## src/rtl/data_mem_arb.sv

```systemverilog
// data_mem_arb: two-port round-robin arbiter in front of the single read
// port of the constant data memory. The memory output is registered, so each
// granted read returns its word one cycle later. The word is steered to the
// requester that was granted and is also kept in that port's hold register.
//
// Handshake: reqN is held together with addrN until gntN is seen high. The
// request is accepted in that same cycle. rvalidN then pulses for exactly one
// cycle, one cycle after the grant. A port may raise reqN again in the cycle
// after its grant.
module data_mem_arb #(
  parameter int ADDR_NUM   = 128,
  parameter int ADDR_WIDTH = $clog2(ADDR_NUM),
  parameter int DATA_WIDTH = 32
) (
  input  logic                  clk,
  input  logic                  rst_n,
  input  logic                  req0,
  input  logic [ADDR_WIDTH-1:0] addr0,
  output logic                  gnt0,
  output logic                  rvalid0,
  output logic [DATA_WIDTH-1:0] rdata0,
  input  logic                  req1,
  input  logic [ADDR_WIDTH-1:0] addr1,
  output logic                  gnt1,
  output logic                  rvalid1,
  output logic [DATA_WIDTH-1:0] rdata1,
  output logic                  mem_rd_en,
  output logic [ADDR_WIDTH-1:0] mem_addr,
  input  logic [DATA_WIDTH-1:0] mem_rdata
);

  // ptr_q = 0 favours port 0 when both ports request, 1 favours port 1
  logic                  ptr_q, ptr_d;
  logic [ADDR_WIDTH-1:0] mem_addr_q, mem_addr_d;
  logic                  resp_valid_q, resp_valid_d;
  logic                  resp_id_q, resp_id_d;
  logic                  resp_oor_q, resp_oor_d;
  logic [DATA_WIDTH-1:0] hold0_q, hold0_d;
  logic [DATA_WIDTH-1:0] hold1_q, hold1_d;

  logic                  gnt_any;
  logic [ADDR_WIDTH-1:0] sel_addr;
  logic                  sel_oor;
  logic [DATA_WIDTH-1:0] resp_word;

  // Arbitration and memory drive. Grants are gated by rst_n so that reset
  // wins over a request that arrives in the same cycle.
  always_comb begin
    gnt0       = 1'b0;
    gnt1       = 1'b0;
    gnt0       = rst_n & req0 & (~req1 | ~ptr_q);
    gnt1       = rst_n & req1 & (~req0 |  ptr_q);
    gnt_any    = gnt0 | gnt1;
    sel_addr   = gnt1 ? addr1 : addr0;
    // This can only be true when ADDR_NUM is not a power of two.
    sel_oor    = ({1'b0, sel_addr} >= ADDR_NUM[ADDR_WIDTH:0]);
    mem_rd_en  = gnt_any;
    mem_addr   = gnt_any ? sel_addr : mem_addr_q;
  end

  // Next-state values: pointer rotation, address hold, and response tracking.
  always_comb begin
    ptr_d        = ptr_q;
    mem_addr_d   = mem_addr_q;
    resp_valid_d = gnt_any;
    resp_id_d    = gnt1;
    resp_oor_d   = gnt_any & sel_oor;
    if (gnt_any) begin
      // After a grant, the other port gets priority.
      ptr_d      = gnt0;
      mem_addr_d = sel_addr;
    end
  end

  // Return path: route the registered memory word to the port being served.
  always_comb begin
    resp_word = resp_oor_q ? '0 : mem_rdata;
    rvalid0   = resp_valid_q & ~resp_id_q;
    rvalid1   = resp_valid_q &  resp_id_q;
    hold0_d   = rvalid0 ? resp_word : hold0_q;
    hold1_d   = rvalid1 ? resp_word : hold1_q;
    rdata0    = rvalid0 ? resp_word : hold0_q;
    rdata1    = rvalid1 ? resp_word : hold1_q;
  end

  // State registers. Reset drops any response still in flight.
  always_ff @(posedge clk or negedge rst_n) begin
    if (!rst_n) begin
      ptr_q        <= 1'b0;
      mem_addr_q   <= '0;
      resp_valid_q <= 1'b0;
      resp_id_q    <= 1'b0;
      resp_oor_q   <= 1'b0;
      hold0_q      <= '0;
      hold1_q      <= '0;
    end else begin
      ptr_q        <= ptr_d;
      mem_addr_q   <= mem_addr_d;
      resp_valid_q <= resp_valid_d;
      resp_id_q    <= resp_id_d;
      resp_oor_q   <= resp_oor_d;
      hold0_q      <= hold0_d;
      hold1_q      <= hold1_d;
    end
  end

endmodule

```

## config.mk

```make
export PLATFORM = sky130hd
export DESIGN_NAME = data_mem_arb
export DESIGN_NICKNAME = d
export VERILOG_FILES = /design/src/rtl/data_mem_arb.sv
export SDC_FILE = /design/constraint.sdc
export NUM_CORES = 1
export LEC_CHECK = 0
export CORE_MARGIN = 2
export CORE_UTILIZATION = 43
export CTS_CLUSTER_SIZE = 28
export DETAILED_ROUTE_END_ITERATION = 10
export GPL_TIMING_DRIVEN = 0
export HOLD_SLACK_MARGIN = 0.12
export PLACE_DENSITY_LB_ADDON = 0.05
export SLEW_MARGIN = 25
export SYNTH_ARGS = -nofsm -noshare
export SYNTH_HDL_FRONTEND = slang
export SYNTH_SLANG_ARGS = --single-unit
```

## constraint.sdc

```tcl
create_clock -name clk -period 2 [get_ports clk]
set_input_delay 0.6 -clock clk [delete_from_list [all_inputs] [get_ports clk]]
set_output_delay 0.6 -clock clk [all_outputs]
set_load 0.02 [all_outputs]
```

== After elaboration in Yosys (flattened, before gate mapping) ==
Cells that the tools add are included.
Widths: inputs -> output; s select.
Word-level totals
  output and inout bits: 76
  flip-flop bits (word level): 74
Operators by class
  muxes and demuxes: 4
  bitwise gates (word level): 13
Operators with widths (number)
  $mux 32: 2
  $mux 7: 2
  $and 1x1->1: 6
  $not 1->1: 4
  $or 1x1->1: 3

== Depth between registers and ports, before layout ==
Gate-level depths: netlist of the first run.
  depth after elaboration: 5
  mapped depth: 4

== Worst setup path before layout of the first run ==
Ideal clock, no wire load.
  path kind: input port to output port
  start: in req1
  end: out mem_addr[4]
  buffers on the path: 1
  stages on the path: 4
  path slack: -0.114 ns
  arrival time: 1.514 ns
  cell sequence: o21a_1 buf_2 nor2_1 a31oi_1
On the way
  longest elaborated chain between the ends: 5
  elaborated cells on any way between the ends: 8
  classes of those cells: mux (2); bitwise (6)
RTL lines
  from (decl): line 22  | input logic req1,
  $not 1->1: line 51  | gnt0 = rst_n & req0 & (~req1 | ~ptr_q);
  $or 1x1->1: line 51
  $and 1x1->1: line 51
  $or 1x1->1 *: line 53  | gnt_any = gnt0 | gnt1;
  via mem_rd_en: line 27  | output logic mem_rd_en,
  $mux 7 *
  to (decl): line 28  | output logic [ADDR_WIDTH-1:0] mem_addr,
Mark *: on every way through the listed nets, which the timed path passes. The rest lies on a longest branch.

== Worst setup path in the final report of the first run ==
  start: reg resp_id_q
  end: out rdata0[4]
On the way
  longest elaborated chain between the ends: 3
RTL lines
  from (decl): line 36  | logic resp_id_q, resp_id_d;
  from (signal assigned): line 100  | resp_id_q <= resp_id_d;
  $not 1->1: line 78  | rvalid0 = resp_valid_q & ~resp_id_q;
  $and 1x1->1: line 78
  $mux 32: line 82  | rdata0 = rvalid0 ? resp_word : hold0_q;
  to (decl): line 21  | output logic [DATA_WIDTH-1:0] rdata0,
Every way passes these cells.

==> impl_metrics.yaml, run 1 <==
routing:
  via_per_inst: 4.73
  topRoutingLayerUsed: "met4"
  wl_per_cell_um: 16.7
  met2_length_um: 3840
  route.met3.wl_um: 437
  vias: 2182
  first_pass_iters: 4
  m1WireLength_um: 3350
  drt_wl_total_um: 7680
  ant_nets: 0
  drc: 0
  first_iter_violations: 51
power_and_ir_drop:
  power_mw: 5.44
  leakagePower_nw: 2.54
  combPwrFrac: 0.370
  intPower_mw: 3.86
  clkPwrFrac: 0.280
  pwr-share-seq: 0.350
  p_switching_mw: 1.58
  peakVddDrop_v: 0.000574
  powerDensity_nw_per_um2: 1020
  switching_share: 0.290
die:
  fp.coreArea_um2: 6790
  initial_core_util: 0.444
  die_y_um: 87.7
  rows: 30
  die_width_um: 87.7
  fp.dieArea_um2: 7700
  io_pins: 126
timing:
  period_minus_slack_ps: 2240
  rsz0062_at_grt: "true"
  finalSetupViolations: 71
  hold_viol: 0
  fin_crit_sh: 1.12
  maxSlewHeadroom: 0.795
  clock_skew_ps: 8.15
  setup_slack_ps: -239
  holdWs_ps: 188
  worst_slew_pin_slew_ps: 307
  final-max-slew-violation-count: 0
  max_freq_mhz: 447
  fin_setup_tns_ps: -12540
worst_setup_path:
  cp_max_fo: 5
  rrSetupSlack_ps: 620
  worstPathArrival_ps: 1640
  reg2reg_from: "resp_id_q"
  cp_slowest_cell: "dfrtp_1"
  crit_required_ps: 1400
  worstSetupEndpointType: "output pin"
  slowest_delay_ps: 420
  cpLargestDelayFamily: "flip-flops"
  r2r_end: "hold0_q[23]"
  cp_num_buf_inv: 2
  crit_chain: "nand2b_4 > clkbuf_16 > mux2_4 > buf_6"
  path_depth: 4
  r2r_cells: 4
  crit_path_end: "rdata0[4]"
  start_kind: "flip-flop"
  crit_type: "flip-flop to output pin"
  crit_start: "resp_id_q"
placed_design:
  numPortBuffers: 125
  gp_congestion: 0.737
  dpl_cell_area_um2: 4450
  post-place-ws_ps: -1220
  hpwl_um: 4500
grt:
  grtUsageTotal: 0.194
  overflow: 0
  grt_max_degree: 41
  grt_pass1_vias: 2212
  grt_pass1_wl_um: 11100
  grt_antenna_before_repair: 0
clocking:
  clock-root-buffer: "clkbuf_8"
  htreeDepth: 3
  cts_buffers: 9
  cts_sinks: 74
  worst_skew_pair.late_latency_ps: 340
  clockBufferDepth: 2
  path_clk_slew_ps: 70
  cts_tree: "done"
yosys:
  synthFlopType: "dfrtp_1"
  netlist_area_um2: 3010
  synth_edf_count: 0
  yosysSeqAreaShare: 0.614
  yosys_register_bits: 74
  async_flop_share: 1.00
  yosys.area.top_type: "dfrtp_1"
  syn_inst: 189
  netlist.area_leader.share: 0.614
  avgSynthCellArea_um2: 15.9
  synthTopCellsByArea: "dfrtp_1 (61%), mux2_4 (14%), mux2_2 (13%)"
  syn_nets: 239
  yosys_warnings: 0
  synth_cell_type_count: 20
worst_hold_path:
  hp-class: "primary input to asynchronous set/reset pin"
layout:
  fill_cells: 434
  syn_to_final_growth_pct: 76.6
  final_common_cell: "dfrtp_1"
  drive_gt1_frac: 0.647
  multi_input_area_um2: 1320
  antenna_cells: 0
  seqCellArea_um2: 1850
  nets: 410
  most-common-layout-cells: "dfrtp_1 (72), buf_6 (49), mux2_4 (41)"
  finish.instance_area_um2: 5320
job:
  cap_viol_max_count: 0
outcome:
  violations: "setup timing"
  status: "finished with violations"
[synthesized netlist by cell type (2+ instances only)]
cell,number
dfrtp_1,74
mux2_4,29
buf_12,3
nand3_1,7
nor2_1,8
a31oi_1,7
o21ai_0,8
nand2_1,3
buf_6,4
mux2_2,35
inv_1,2
[flip-flops by register name, summed over array words and instances, names as in the netlist]
signal,flops
resp_id_q,1
resp_valid_q,1
ptr_q,1
mem_addr_q,7
hold1_q,32
hold0_q,32
[cell type report]
| cell class | count | share of cell area |
|---|---|---|
| inverter | 2 | 0.00141 |
| sequential | 74 | 0.348 |
| multi-input combinational | 105 | 0.249 |
| timing repair buffer | 161 | 0.305 |
| buffer | 7 | 0.0244 |
| clock inverter | 5 | 0.0235 |
| tap | 96 | 0.0226 |
| clock buffer | 11 | 0.0266 |
[worst min-delay path by stage]
stage                            from     endpoint  slack [ps]  cells after the start
after floorplan                 rst_n   hold0_q[0]         300                      0
after global placement    hold0_q[24]  hold0_q[24]         470                      1
after detailed placement  hold0_q[12]  hold0_q[12]         480                      1
after CTS                       rst_n  hold1_q[21]         170                      1
after global routing            rst_n  hold1_q[21]         170                      1
final                           rst_n  hold0_q[14]         190                      1
[what timing repair did]
item / 4_1_cts / 5_1_grt
endpoints found under the hold margin: 5 / 0
cloned: 4 / 3
setup endpoints to repair: 76 / 75
pin swaps: 11 / 6
setup buffers: 12 / 16
hold buffers: 1 / 0
resized for setup: 469 / 35
[per-layer routing]
metal | vias to the layer above | global-route usage
met1 | 1089 | 0.255
met3 | 4 | 0.0509
met2 | 72 | 0.307
met4 | 0 | 0.0769
met5 | - | 0
li1 | 1017 | -
[cell families after synthesis]
| group | after synthesis | synth area share |
|---|---|---|
| buffers and inverters | 11 | 0.0403 |
| AOI/OAI and AO/OA | 17 | 0.0320 |
| muxes | 64 | 0.275 |
| and+or+nand+nor | 23 | 0.0382 |
| DFF | 74 | 0.614 |
[power groups by stage]
stage | logic (mW) | registers [mW] | clock network, mW
after floorplan | 0.978 | 1.89 | 0
after global placement | 1.78 | 1.90 | 0
after detailed placement | 1.80 | 1.91 | 0
after CTS | 1.88 | 1.90 | 1.55
after global routing | 2.12 | 1.93 | 1.62
final | 2.01 | 1.90 | 1.52
[per-stage QoR]
stage | utilization | instances
after floorplan | - | 189
after global placement | 0.652 | 410
after detailed placement | 0.655 | 411
after CTS | 0.743 | 442
after global routing | 0.784 | 461
final | 0.784 | 461
Power figures use the tool's default switching activity.
==> run 2: changes to the inputs <==
--- a/config.mk
+++ b/config.mk
@@ -12,6 +12,7 @@
 export GPL_TIMING_DRIVEN = 0
 export HOLD_SLACK_MARGIN = 0.12
 export PLACE_DENSITY_LB_ADDON = 0.05
+export SKIP_LAST_GASP = 1
 export SLEW_MARGIN = 25
 export SYNTH_ARGS = -nofsm -noshare
 export SYNTH_HDL_FRONTEND = slang
==> run 2 against run 1 <==
  * The run still ends with setup timing left
  * Critical path depth did not move
  * Clock power barely moved
  * Global-route usage fell by 0.20 points
  * Clock-buffer cell count did not move
  * Via count rose by 0.64%
  * Die area did not move
  * Maximum frequency fell by 0.33%
  * Combinational power rose by 5%
  * Sequential share of layout area fell by 0.33 points
  * Critical path type unchanged
==> impl_metrics.yaml, run 2 (same netlist as run 1, synthesis figures left out) <==
timing:
  holdWs_ps: 178
  clock_skew_ps: 8.13
  max_freq_mhz: 445
  worst_slew_pin_slew_ps: 303
  maxSlewHeadroom: 0.798
  setup_slack_ps: -246
  fin_setup_tns_ps: -14050
  rsz0062_at_grt: "true"
  final-max-slew-violation-count: 0
  finalSetupViolations: 71
  hold_viol: 0
  period_minus_slack_ps: 2250
  fin_crit_sh: 1.12
die:
  io_pins: 126
  initial_core_util: 0.444
  rows: 30
  fp.dieArea_um2: 7700
  die_width_um: 87.7
  fp.coreArea_um2: 6790
  die_y_um: 87.7
clocking:
  cts_tree: "done"
  worst_skew_pair.late_latency_ps: 340
  clockBufferDepth: 2
  path_clk_slew_ps: 80
  htreeDepth: 3
  cts_sinks: 74
  clock-root-buffer: "clkbuf_8"
  cts_buffers: 9
outcome:
  violations: "setup timing"
  status: "finished with violations"
power_and_ir_drop:
  intPower_mw: 3.94
  switching_share: 0.290
  peakVddDrop_v: 0.000624
  pwr-share-seq: 0.343
  clkPwrFrac: 0.276
  leakagePower_nw: 2.61
  powerDensity_nw_per_um2: 1030
  p_switching_mw: 1.61
  combPwrFrac: 0.381
routing:
  m1WireLength_um: 3540
  first_pass_iters: 4
  wl_per_cell_um: 17.3
  route.met3.wl_um: 441
  via_per_inst: 4.79
  met2_length_um: 3870
  topRoutingLayerUsed: "met4"
  vias: 2196
  drt_wl_total_um: 7920
  drc: 0
  ant_nets: 0
  first_iter_violations: 38
grt:
  overflow: 0
  grtUsageTotal: 0.192
  grt_pass1_wl_um: 11100
  grt_pass1_vias: 2221
  grt_max_degree: 41
  grt_antenna_before_repair: 0
layout:
  antenna_cells: 0
  syn_to_final_growth_pct: 78.2
  finish.instance_area_um2: 5370
  most-common-layout-cells: "dfrtp_1 (73), mux2_4 (53), buf_6 (46)"
  nets: 407
  final_util: 0.791
  final_common_cell: "dfrtp_1"
  drive_gt1_frac: 0.644
  reg.largest.list: "hold0_q (32), hold1_q (32), mem_addr_q (7)"
worst_setup_path:
  r2r_cells: 4
  worstSetupEndpointType: "output pin"
  start_kind: "flip-flop"
  cp_max_fo: 10
  worstPathArrival_ps: 1650
  crit_required_ps: 1400
  crit_type: "flip-flop to output pin"
placed_design:
  hpwl_um: 4500
  numPortBuffers: 125
  dpl_cell_area_um2: 4450
  gp_congestion: 0.737
worst_hold_path:
  hp-class: "primary input to asynchronous set/reset pin"
job:
  cap_viol_max_count: 0
run 2: power by group through the flow:
stage / sequential [mW] / clock, mW / combinational (mW)
after global routing: 1.93 / 1.62 / 2.22
after CTS: 1.89 / 1.55 / 1.79
after detailed placement: 1.91 / 0 / 1.80
after floorplan: 1.89 / 0 / 0.978
after global placement: 1.90 / 0 / 1.78
final: 1.90 / 1.53 / 2.11
run 2: critical path, cell delays in order (launching register included):
cell and delay, ps:
dfrtp_1 410, nand2b_4 240, buf_12 190, mux2_4 310
buf_2 160
run 2: what timing repair did:
item,CTS,global route
gates resized for setup,384,132
endpoints found under the setup margin,76,75
hold endpoints to repair,5,0
setup buffers,12,13
hold buffers,1,0
pin swaps,10,7
cloned,4,3
run 2: per-layer routing:
| layer | global-route usage | vias up |
|---|---|---|
| li1 | - | 1007 |
| met1 | 0.261 | 1106 |
| met2 | 0.298 | 77 |
| met3 | 0.0462 | 6 |
| met4 | 0.0769 | 0 |
| met5 | 0 | - |
run 2: path summary, 6_finish.rpt:
path                               from           to  slack (ps)
min in group clk             hold0_q[3]   hold0_q[3]         490
setup / recovery              resp_id_q    rdata0[9]        -250
setup reg to reg           resp_valid_q  hold1_q[10]         620
hold / removal                    rst_n  hold0_q[14]         180
hold reg to reg              hold0_q[3]   hold0_q[3]         490
max in group asynchronous         rst_n        ptr_q        1040
run 2: per-stage QoR:
step                      total power [mW]  cells  worst slack, ps
after CTS                             5.24    442             -292
after global placement                3.69    410            -4140
after detailed placement              3.71    411            -1220
after floorplan                       2.87    189             14.7
after global routing                  5.78    458             -297
final                                 5.55    458             -246
run 2: layout make-up:
class | count | area [µm²]
sequential | 74 | 1850
timing repair buffer | 159 | 1630
fill | 411 | 1420
multi-input combinational | 104 | 1370
clock buffer | 11 | 141
clock inverter | 5 | 125
buffer | 7 | 125
tap | 96 | 120
inverter | 2 | 7.51
==> run 3: changes to the inputs <==
--- a/config.mk
+++ b/config.mk
@@ -5,7 +5,7 @@
 export SDC_FILE = /design/constraint.sdc
 export NUM_CORES = 1
 export LEC_CHECK = 0
-export CORE_MARGIN = 2
+export CORE_MARGIN = 8
 export CORE_UTILIZATION = 43
 export CTS_CLUSTER_SIZE = 28
 export DETAILED_ROUTE_END_ITERATION = 10
==> run 3 against run 2 <==
  * The flow still finishes with violations (setup timing)
  * Via count rose by 2.6%
  * Die area up 29%
  * First-iteration DRC count is 110% higher
  * Largest power group unchanged
  * Largest cell class is now buffers
  * Power decreased by 4.0%
  * Critical path depth stayed put
  * Register-to-register slack worse by 50 ps
  * Maximum frequency is 1.1% lower
==> impl_metrics.yaml, run 3 (same netlist as run 1, synthesis figures left out) <==
outcome:
  status: "finished with violations"
  violations: "setup timing"
routing:
  drt_wl_total_um: 9090
  topRoutingLayerUsed: "met4"
  ant_nets: 0
  route.met3.wl_um: 707
  via_per_inst: 4.87
  met2_length_um: 4590
  first_pass_iters: 7
  wl_per_cell_um: 19.7
  m1WireLength_um: 3690
  vias: 2252
  drc: 0
  first_iter_violations: 81
timing:
  rsz0062_at_grt: "true"
  period_minus_slack_ps: 2270
  final-max-slew-violation-count: 0
  fin_setup_tns_ps: -14320
  holdWs_ps: 183
  clock_skew_ps: 6.84
  worst_slew_pin_slew_ps: 234
  setup_slack_ps: -270
  hold_viol: 0
  fin_crit_sh: 1.14
  max_freq_mhz: 440
  maxSlewHeadroom: 0.844
  finalSetupViolations: 72
clocking:
  clockBufferDepth: 2
  clock-root-buffer: "clkbuf_8"
  worst_skew_pair.late_latency_ps: 340
  path_clk_slew_ps: 80
  cts_buffers: 9
  cts_tree: "done"
  hold_buffers: 0
  htreeDepth: 3
  cts_sinks: 74
layout:
  antenna_cells: 0
  final_util: 0.801
  reg.largest.list: "hold0_q (32), hold1_q (32), mem_addr_q (7)"
  final_common_cell: "dfrtp_1"
  drive_gt1_frac: 0.642
  most-common-layout-cells: "dfrtp_1 (71), buf_6 (60), mux2_4 (51)"
  nets: 411
  finish.instance_area_um2: 5440
  syn_to_final_growth_pct: 80.4
grt:
  grt_pass1_wl_um: 13200
  overflow: 0
  grt_antenna_before_repair: 0
  grt_max_degree: 28
  grtUsageTotal: 0.171
  grt_pass1_vias: 2432
placed_design:
  hpwl_um: 5280
  gp_congestion: 0.724
  post-place-ws_ps: -1330
  dpl_cell_area_um2: 4460
  numPortBuffers: 125
worst_setup_path:
  worstPathArrival_ps: 1670
  crit_type: "flip-flop to output pin"
  cp_max_fo: 5
  crit_required_ps: 1400
  start_kind: "flip-flop"
  worstSetupEndpointType: "output pin"
power_and_ir_drop:
  combPwrFrac: 0.407
  leakagePower_nw: 2.62
  peakVddDrop_v: 0.000459
  pwr-share-seq: 0.358
  clkPwrFrac: 0.234
  p_switching_mw: 1.64
  switching_share: 0.309
  intPower_mw: 3.68
  powerDensity_nw_per_um2: 979
die:
  die_width_um: 99.7
  io_pins: 126
  initial_core_util: 0.444
  rows: 30
  fp.coreArea_um2: 6790
  fp.dieArea_um2: 9950
  die_y_um: 99.7
job:
  cap_viol_max_count: 0
worst_hold_path:
  hp-class: "primary input to asynchronous set/reset pin"
run 3: cell count changes in the layout (fill, tap and decap cells not counted), moves of 4 or more:
cell | previous run | this run
buf_6 | 46 | 60
buf_2 | 21 | 14
nor2_1 | 1 | 6
buf_8 | 5 | 1
nor2_2 | 5 | 1
run 3: metal layers:
| metal | vias to the layer above | GRT usage |
|---|---|---|
| met5 | - | 0 |
| met4 | 0 | 0.0512 |
| met1 | 1143 | 0.199 |
| met2 | 85 | 0.272 |
| met3 | 10 | 0.0810 |
| li1 | 1014 | - |
run 3: cell type report:
type | instances | area [µm²]
clock buffers | 11 | 131
fillers | 394 | 1360
inverters | 2 | 7.51
plain buffers | 7 | 135
clock inverters | 5 | 78.8
well taps | 96 | 120
flip-flops and latches | 74 | 1860
multi-input cells | 105 | 1360
repair buffers | 162 | 1750
run 3: worst paths after layout:
kind,endpoint,start,slack [ps],depth (start not counted)
setup / recovery,rdata0[13],resp_id_q,-270,4
hold / removal,hold0_q[10],rst_n,180,1
max in group asynchronous,resp_id_q,rst_n,1260,3
min in group clk,hold1_q[7],hold1_q[7],490,1
setup reg to reg,hold0_q[16],resp_id_q,570,4
hold reg to reg,hold1_q[7],hold1_q[7],490,1
run 3: repair_timing:
| item | 4_1_cts | 5_1_grt |
|---|---|---|
| endpoints found under the hold margin | 0 | 0 |
| endpoints found under the setup margin | 76 | 73 |
| gates resized for setup | 369 | 157 |
| setup buffers | 12 | 18 |
| gates cloned | 4 | 5 |
| pin swaps | 10 | 9 |
run 3: power by group through the flow:
stage,registers [mW],clock network (mW),logic [mW]
after floorplan,1.89,0,0.978
after global placement,1.91,0,1.81
after detailed placement,1.91,0,1.83
after CTS,1.89,1.29,1.79
after global routing,1.94,1.35,2.28
final,1.91,1.25,2.17
run 3: worst max-delay path, cell delays in order (launching register included):
cell       delay [ps]
dfrtp_2           460
nand2b_4          230
clkbuf_16         190
mux2_4            310
buf_6             140
run 3: per-stage QoR:
step / power, mW / instances
after floorplan: 2.87 / 189
after global placement: 3.72 / 410
after detailed placement: 3.75 / 411
after CTS: 4.97 / 441
after global routing: 5.57 / 462
final: 5.33 / 462
